**config.mk**
```make
export PLATFORM = sky130hd
export DESIGN_NAME = uart_transmitter_flat
export DESIGN_NICKNAME = d
export VERILOG_FILES = /design/src/rtl/uart_pkg.sv /design/src/rtl/uart_transmitter_if.sv /design/src/rtl/uart_tx_fifo.sv /design/src/rtl/uart_transmitter.sv /design/src/flat_wrapper.sv
export SDC_FILE = /design/constraint.sdc
export NUM_CORES = 1
export LEC_CHECK = 0
export CAP_MARGIN = 20
export CELL_PAD_IN_SITES_DETAIL_PLACEMENT = 1
export CELL_PAD_IN_SITES_GLOBAL_PLACEMENT = 2
export CORE_MARGIN = 3
export CORE_UTILIZATION = 45
export CTS_BUF_LIST = sky130_fd_sc_hd__clkbuf_4
export DETAILED_ROUTE_END_ITERATION = 10
export DONT_BUFFER_PORTS = 1
export GPL_ROUTABILITY_DRIVEN = 0
export PLACE_DENSITY_LB_ADDON = 0.1
export SLEW_MARGIN = 20
export SYNTH_ARGS = -nofsm -noshare
export SYNTH_HDL_FRONTEND = slang
export SYNTH_SLANG_ARGS = --single-unit
```
**constraint.sdc**
```tcl
create_clock -name clk -period 4.15 [get_ports clk]
set_input_delay 0.83 -clock clk [delete_from_list [all_inputs] [get_ports clk]]
set_output_delay 0.83 -clock clk [all_outputs]
set_load 0.02 [all_outputs]
```
**src/rtl/uart_pkg.sv**
```systemverilog
// Shared definitions for the 8N1 UART link, used by both the transmitter and the receiver.
package uart_pkg;

  localparam int TICKS_PER_BIT_DEFAULT = 30;
  localparam int DATA_BITS             = 8;

  typedef enum logic [1:0] {
    IDLE,
    START,
    DATA,
    STOP
  } uart_tx_state_t;

endpackage

```
**src/rtl/uart_transmitter_if.sv**
```systemverilog
// Byte-in handshake and serial-out status bundle for the UART transmitter.
interface uart_transmitter_if;
  import uart_pkg::*;

  logic [DATA_BITS-1:0] in_data;
  logic                 in_valid;
  logic                 in_ready;
  logic                 tx;
  logic                 busy;
  logic                 tx_done;

  modport master (
    output in_data,
    output in_valid,
    input  in_ready,
    input  tx,
    input  busy,
    input  tx_done
  );

  modport slave (
    input  in_data,
    input  in_valid,
    output in_ready,
    output tx,
    output busy,
    output tx_done
  );

endinterface

```
**src/rtl/uart_tx_fifo.sv**
```systemverilog
// Small byte FIFO in front of the transmitter; the head is visible combinationally on pop_data.
module uart_tx_fifo
  import uart_pkg::*;
#(
  parameter int DEPTH = 4
) (
  input  logic                 clk,
  input  logic                 reset,
  input  logic                 push,
  input  logic [DATA_BITS-1:0] push_data,
  input  logic                 pop,
  output logic [DATA_BITS-1:0] pop_data,
  output logic                 full,
  output logic                 empty
);

  localparam int AW = $clog2(DEPTH);

  logic [DATA_BITS-1:0] r_mem [DEPTH];
  logic [AW:0]          r_wr_ptr;
  logic [AW:0]          r_rd_ptr;
  logic                 w_do_push;
  logic                 w_do_pop;

  // The extra MSB tells a full FIFO (MSBs differ) apart from an empty one when the indices match.
  assign full      = (r_wr_ptr[AW] != r_rd_ptr[AW]) && (r_wr_ptr[AW-1:0] == r_rd_ptr[AW-1:0]);
  assign empty     = (r_wr_ptr == r_rd_ptr);
  assign w_do_push = push && !full;
  assign w_do_pop  = pop && !empty;
  assign pop_data  = r_mem[r_rd_ptr[AW-1:0]];

  always_ff @(posedge clk or posedge reset) begin
    if (reset) begin
      r_wr_ptr <= '0;
      r_rd_ptr <= '0;
    end else begin
      if (w_do_push) r_wr_ptr <= r_wr_ptr + 1'b1;
      if (w_do_pop)  r_rd_ptr <= r_rd_ptr + 1'b1;
    end
  end

  always_ff @(posedge clk) begin
    if (w_do_push) r_mem[r_wr_ptr[AW-1:0]] <= push_data;
  end

endmodule

```
**src/rtl/uart_transmitter.sv**
```systemverilog
// 8N1 UART transmitter: buffers bytes in a FIFO and shifts each out LSB-first, TICKS_PER_BIT clocks per bit.
module uart_transmitter
  import uart_pkg::*;
#(
  parameter int TICKS_PER_BIT = TICKS_PER_BIT_DEFAULT,
  parameter int FIFO_DEPTH    = 4
) (
  input  logic         clk,
  input  logic         reset,
  uart_transmitter_if.slave bus
);

  localparam int             TW        = (TICKS_PER_BIT > 1) ? $clog2(TICKS_PER_BIT) : 1;
  localparam logic [TW-1:0]  TICK_LAST = TW'(TICKS_PER_BIT - 1);
  localparam logic [2:0]     BIT_LAST  = 3'(DATA_BITS - 1);

  uart_tx_state_t       r_state;
  uart_tx_state_t       w_next_state;
  logic [TW-1:0]        r_tick_cnt;
  logic [2:0]           r_bit_idx;
  logic [DATA_BITS-1:0] r_shift_reg;
  logic                 r_tx;
  logic                 r_tx_done;

  logic                 w_tick_last;
  logic                 w_pop;
  logic                 w_frame_end;
  logic                 w_full;
  logic                 w_empty;
  logic [DATA_BITS-1:0] w_fifo_data;

  uart_tx_fifo #(
    .DEPTH (FIFO_DEPTH)
  ) u_fifo (
    .clk       (clk),
    .reset     (reset),
    .push      (bus.in_valid),
    .push_data (bus.in_data),
    .pop       (w_pop),
    .pop_data  (w_fifo_data),
    .full      (w_full),
    .empty     (w_empty)
  );

  assign w_tick_last = (r_tick_cnt == TICK_LAST);
  assign bus.in_ready = !w_full;
  assign bus.tx       = r_tx;
  assign bus.tx_done  = r_tx_done;
  // tx lags the state by one clock, so busy also covers the cycle that carries the final stop clock.
  assign bus.busy     = (r_state != IDLE) || !w_empty || r_tx_done;

  always_comb begin
    w_next_state = r_state;
    w_pop        = 1'b0;
    w_frame_end  = 1'b0;
    unique case (r_state)
      IDLE: begin
        if (!w_empty) begin
          w_pop        = 1'b1;
          w_next_state = START;
        end
      end
      START: begin
        if (w_tick_last) w_next_state = DATA;
      end
      DATA: begin
        if (w_tick_last && (r_bit_idx == BIT_LAST)) w_next_state = STOP;
      end
      STOP: begin
        if (w_tick_last) begin
          w_frame_end = 1'b1;
          if (!w_empty) begin
            w_pop        = 1'b1;
            w_next_state = START;
          end else begin
            w_next_state = IDLE;
          end
        end
      end
      default: w_next_state = IDLE;
    endcase
  end

  always_ff @(posedge clk or posedge reset) begin
    if (reset) r_state <= IDLE;
    else       r_state <= w_next_state;
  end

  always_ff @(posedge clk or posedge reset) begin
    if (reset) begin
      r_tick_cnt  <= '0;
      r_bit_idx   <= '0;
      r_shift_reg <= '0;
      r_tx        <= 1'b1;
      r_tx_done   <= 1'b0;
    end else begin
      r_tx_done <= w_frame_end;
      r_tx      <= (r_state == START) ? 1'b0 :
                   (r_state == DATA)  ? r_shift_reg[0] : 1'b1;
      if (w_pop) begin
        r_shift_reg <= w_fifo_data;
        r_tick_cnt  <= '0;
        r_bit_idx   <= '0;
      end else if (r_state != IDLE) begin
        r_tick_cnt <= w_tick_last ? '0 : r_tick_cnt + 1'b1;
        if ((r_state == DATA) && w_tick_last) begin
          r_shift_reg <= r_shift_reg >> 1;
          r_bit_idx   <= r_bit_idx + 1'b1;
        end
      end
    end
  end

endmodule

```
**src/flat_wrapper.sv**
```systemverilog
// flat-port wrapper written by rule: the top's interface ports become plain ports
module uart_transmitter_flat import uart_pkg::*;
#(
  parameter int TICKS_PER_BIT = TICKS_PER_BIT_DEFAULT,
  parameter int FIFO_DEPTH    = 4
)
  (clk, reset, bus_in_data, bus_in_valid, bus_in_ready, bus_tx, bus_busy, bus_tx_done);
  uart_transmitter_if bus_i ();
  input  logic clk;
  input  logic reset;
  input wire logic [$bits(bus_i.in_data)-1:0] bus_in_data;
  input wire logic [$bits(bus_i.in_valid)-1:0] bus_in_valid;
  output wire logic [$bits(bus_i.in_ready)-1:0] bus_in_ready;
  output wire logic [$bits(bus_i.tx)-1:0] bus_tx;
  output wire logic [$bits(bus_i.busy)-1:0] bus_busy;
  output wire logic [$bits(bus_i.tx_done)-1:0] bus_tx_done;
  assign bus_i.in_data = bus_in_data;
  assign bus_i.in_valid = bus_in_valid;
  assign bus_in_ready = bus_i.in_ready;
  assign bus_tx = bus_i.tx;
  assign bus_busy = bus_i.busy;
  assign bus_tx_done = bus_i.tx_done;
  uart_transmitter #(.TICKS_PER_BIT(TICKS_PER_BIT), .FIFO_DEPTH(FIFO_DEPTH)) u_core (.clk(clk), .reset(reset), .bus(bus_i));
endmodule
```
==> flow_summary.rst <==
.. list-table::
   :header-rows: 1

   * - Metric
     - Value
   * - CTS HTree Levels
     - 3
   * - Mux share of post-synthesis cell area
     - 15.93%
   * - Area Overhead vs Synth
     - 8.747%
   * - Number of distinct standard cells referenced by the synthesized netlist
     - 33
   * - Number of design-rule violations left by the first detailed-router iteration
     - 71
   * - Placed cell areas
     - 2718 sq um
   * - Estimated wirelength of the detail-placed design
     - 3394 um
   * - Warnings from Yosys
     - 0
   * - Cell leakage power
     - 1.150 nW
   * - Finished Layout Cells
     - 258
   * - Die Y-Extent
     - 82.69 um
   * - Horizontal extent of the die
     - 82.69 um
   * - Unrepaired setup endpoints after global routing
     - false
   * - Count of cells along the worst register-to-register path
     - 6
   * - Aggregate global routing overflow
     - 0
   * - Syn Std Cell Area
     - 2646 sq um
   * - Min Tclk post-route
     - 2.939 ns
   * - Maximum clock insertion buffer count
     - 2
   * - Largest net degree at the start of global routing
     - 27
   * - Mean instance size in the synthesized netlist
     - 15.30 sq um
   * - Headroom to the max-slew limit
     - 39.92%
   * - Synthesized Nets
     - 198
   * - Via/cell ratio
     - 5.399
   * - I/O Buffers
     - 0
   * - Root Buffer
     - clkbuf_4
   * - Setup tns final
     - 0 ns
   * - Routed wire length
     - 4739 um
   * - Clock buffers created by TritonCTS
     - 9
   * - Source-to-sink clock delay at the later pin of the worst-skew pair
     - 0.40 ns
   * - Final worst-path cycle share
     - 70.83%
   * - Hold buffers post-CTS
     - 0
   * - Portion of the post-synthesis area used by sequential elements
     - 60.95%
   * - Total iterations of the first detailed-routing run
     - 4
   * - Final-report hold violation count
     - 0
   * - Count of filler cells inserted in the layout
     - 565
   * - Wire length of the first global-routing pass
     - 7659 um
   * - Critical R2R Launch
     - u_core.r_state[0]
   * - Crit path required time
     - 3.32 ns
   * - Xor and xnor fraction of the mapped netlist area
     - 3.972%
   * - Clock tree from TritonCTS
     - built
   * - Post-cts resize count
     - 0
   * - Largest fanout on the critical path
     - 12
   * - Max-Cap Viols
     - 0
   * - Total Die Area
     - 6837 sq um
   * - Synthesized-area fraction occupied by adder cells
     - 6.619%
   * - Number of global-route vias before repair
     - 1,513
   * - Number of vias after detailed routing
     - 1,393
   * - Status
     - complete, no violations
   * - Io pins
     - 15
   * - Critical setup path kind
     - reg2out
   * - Worst VDD drop
     - 253.9 uV
   * - Flip-flop count of the largest register after layout
     - 32
   * - Total setup buffers inserted after CTS
     - 0
   * - Drt drc
     - 0
   * - Startpoint types
     - flip-flop
   * - Minimum hold slack
     - 0.3492 ns
   * - Final design instance area without fill
     - 2878 sq um
   * - Total inserted antenna cells
     - 0
   * - Crit path arrival time
     - 2.11 ns
   * - Count of endpoints failing setup in the final report
     - 0
   * - Layout net count
     - 206
   * - Starting Density
     - 47.19%
   * - Post-synthesis compound-gate area fraction
     - 4.161%
   * - Pwr dens
     - 473.0 nW/um^2
   * - Main combinational cell family by area after synthesis
     - multiplexers
   * - Wire per inst
     - 18.37 um
   * - Synthesis-stage register bit count
     - 58
   * - Pin slew with the least headroom to its limit
     - 0.8896 ns
   * - Number of routed nets with antenna violations
     - 0
   * - Worst Setup SP
     - u_core.u_fifo.r_rd_ptr[0]
   * - Post-Synth Simple-Gate Area
     - 6.099%
   * - Kind of path behind the tightest hold check
     - in2async
   * - Crit. End Element
     - output pin
   * - Total instance count after detailed placement
     - 242
   * - Setup Skew
     - 0.01655 ns
   * - Fraction of layout cells with a size suffix above 1
     - 23.66%
   * - Number of core rows
     - 27
   * - Placeable core area
     - 5608 sq um
   * - Cells after Synth
     - 173
   * - TritonCTS Sinks
     - 58
   * - Clock transition at the register clock pins on the worst setup and hold paths after CTS
     - 0.11 ns
   * - Overall track demand over capacity in global routing
     - 16.28%
   * - Maximum clock rate
     - 340.2 MHz
   * - Pins over their slew limit
     - 0
   * - Antenna violations before repair
     - 0
-- worst max-delay path, stage by stage, from the launching register on --
cell     delay [ns]
dfrtp_1        0.81
xnor2_1        0.23
nand4_1        0.26
or2_2          0.41
-- cell type report --
class / count / area (sq um) / area share, %
clock buffers: 9 / 67.56 / 2.348
clock inverters: 7 / 92.59 / 3.217
inverters: 9 / 33.78 / 1.174
multi-input cells: 102 / 973.4 / 33.83
flip-flops and latches: 58 / 1613 / 56.04
well taps: 72 / 90.09 / 3.130
repair buffers: 1 / 7.507 / 0.2609
-- placed cells by master, fill, tap and decap left out, drive strengths merged --
master,synthesis,final
bufinv,0,2
nor2,9,9
o21ai,7,7
xor2,6,6
edfxtp,32,32
o211ai,1,1
nor2b,2,2
ha,14,14
clkinv,0,2
nor3b,1,1
a21oi,4,4
xnor2,6,6
or2,1,1
o32ai,1,1
and3,1,1
o2111a,1,1
nand3,2,2
nand4,2,2
and2,4,4
dfrtp,25,25
clkinvlp,0,2
a41o,1,1
nor3,2,2
nand2,6,6
inv,9,10
nor4b,1,1
dfstp,1,1
mux2i,2,2
or3,1,1
clkbuf,0,9
o41ai,1,1
mux4,8,8
o31a,1,1
mux2,17,17
buf,4,1
-- through the flow --
| stage | setup WS, ns | power, W | utilization (%) |
|---|---|---|---|
| finish | 1.211 | 0.001361 | 51.32 |
| global route | 0.9967 | 0.001433 | 51.32 |
| CTS | 1.161 | 0.001385 | 51.32 |
| detailed placement | 1.646 | 0.0009181 | 48.46 |
| global placement | 1.697 | 0.0009046 | 48.46 |
| floorplan | 1.994 | 0.0008611 | - |
-- synthesized netlist by cell type (all sizes together) --
cell | number | area (sq um)
buf | 4 | 26.27
or3 | 1 | 6.260
xor2 | 6 | 52.55
or2 | 1 | 6.260
inv | 9 | 33.78
edfxtp | 32 | 960.9
nand2 | 6 | 22.52
nand4 | 2 | 12.51
mux2i | 2 | 20.02
and3 | 1 | 6.260
nor3 | 2 | 10.01
ha | 14 | 175.2
nor2b | 2 | 12.51
nor4b | 1 | 8.760
a21oi | 4 | 20.02
nand3 | 2 | 10.01
o211ai | 1 | 7.510
mux2 | 17 | 221.5
o2111a | 1 | 11.26
dfrtp | 25 | 625.6
xnor2 | 6 | 52.55
o21ai | 7 | 35.03
nor3b | 1 | 7.510
a41o | 1 | 10.01
and2 | 4 | 25.02
o32ai | 1 | 8.760
o41ai | 1 | 8.760
nor2 | 9 | 33.78
mux4 | 8 | 180.2
dfstp | 1 | 26.28
o31a | 1 | 8.760
-- routing by layer --
layer  GRT usage (%)  routed length [um]  up-vias
li1                -                   -      654
met1           20.55                2157      706
met5               0                   0        -
met4           9.641                  83        0
met3           5.098                 173       10
met2           24.52                2324       23
-- kinds of logic (layout without fill, tap and decap cells) --
kind of cell,after synthesis,in the layout
compound gates,17,17
xor+xnor,12,12
fa+ha+maj,14,14
buf+inv,13,26
flops,58,58
mux,27,27
simple gates,32,32
-- worst paths after layout --
check                                                  to  slack, ns
worst max-delay path                             bus_busy       1.21
worst min-delay path                  u_core.r_bit_idx[2]       0.35
worst max register to register      u_core.r_shift_reg[3]       1.75
worst min register to register              u_core.bus.tx       0.53
max in group asynchronous       u_core.u_fifo.r_wr_ptr[1]       3.41
min in group clk                u_core.u_fifo.r_mem[0][3]       0.51
-- where the power goes --
group / switching [W] / internal, W
clock: 0.000217 / 0.000243
sequential: 0.0000376 / 0.000692
combinational: 0.000109 / 0.0000616
Power figures use the tool's default switching activity.
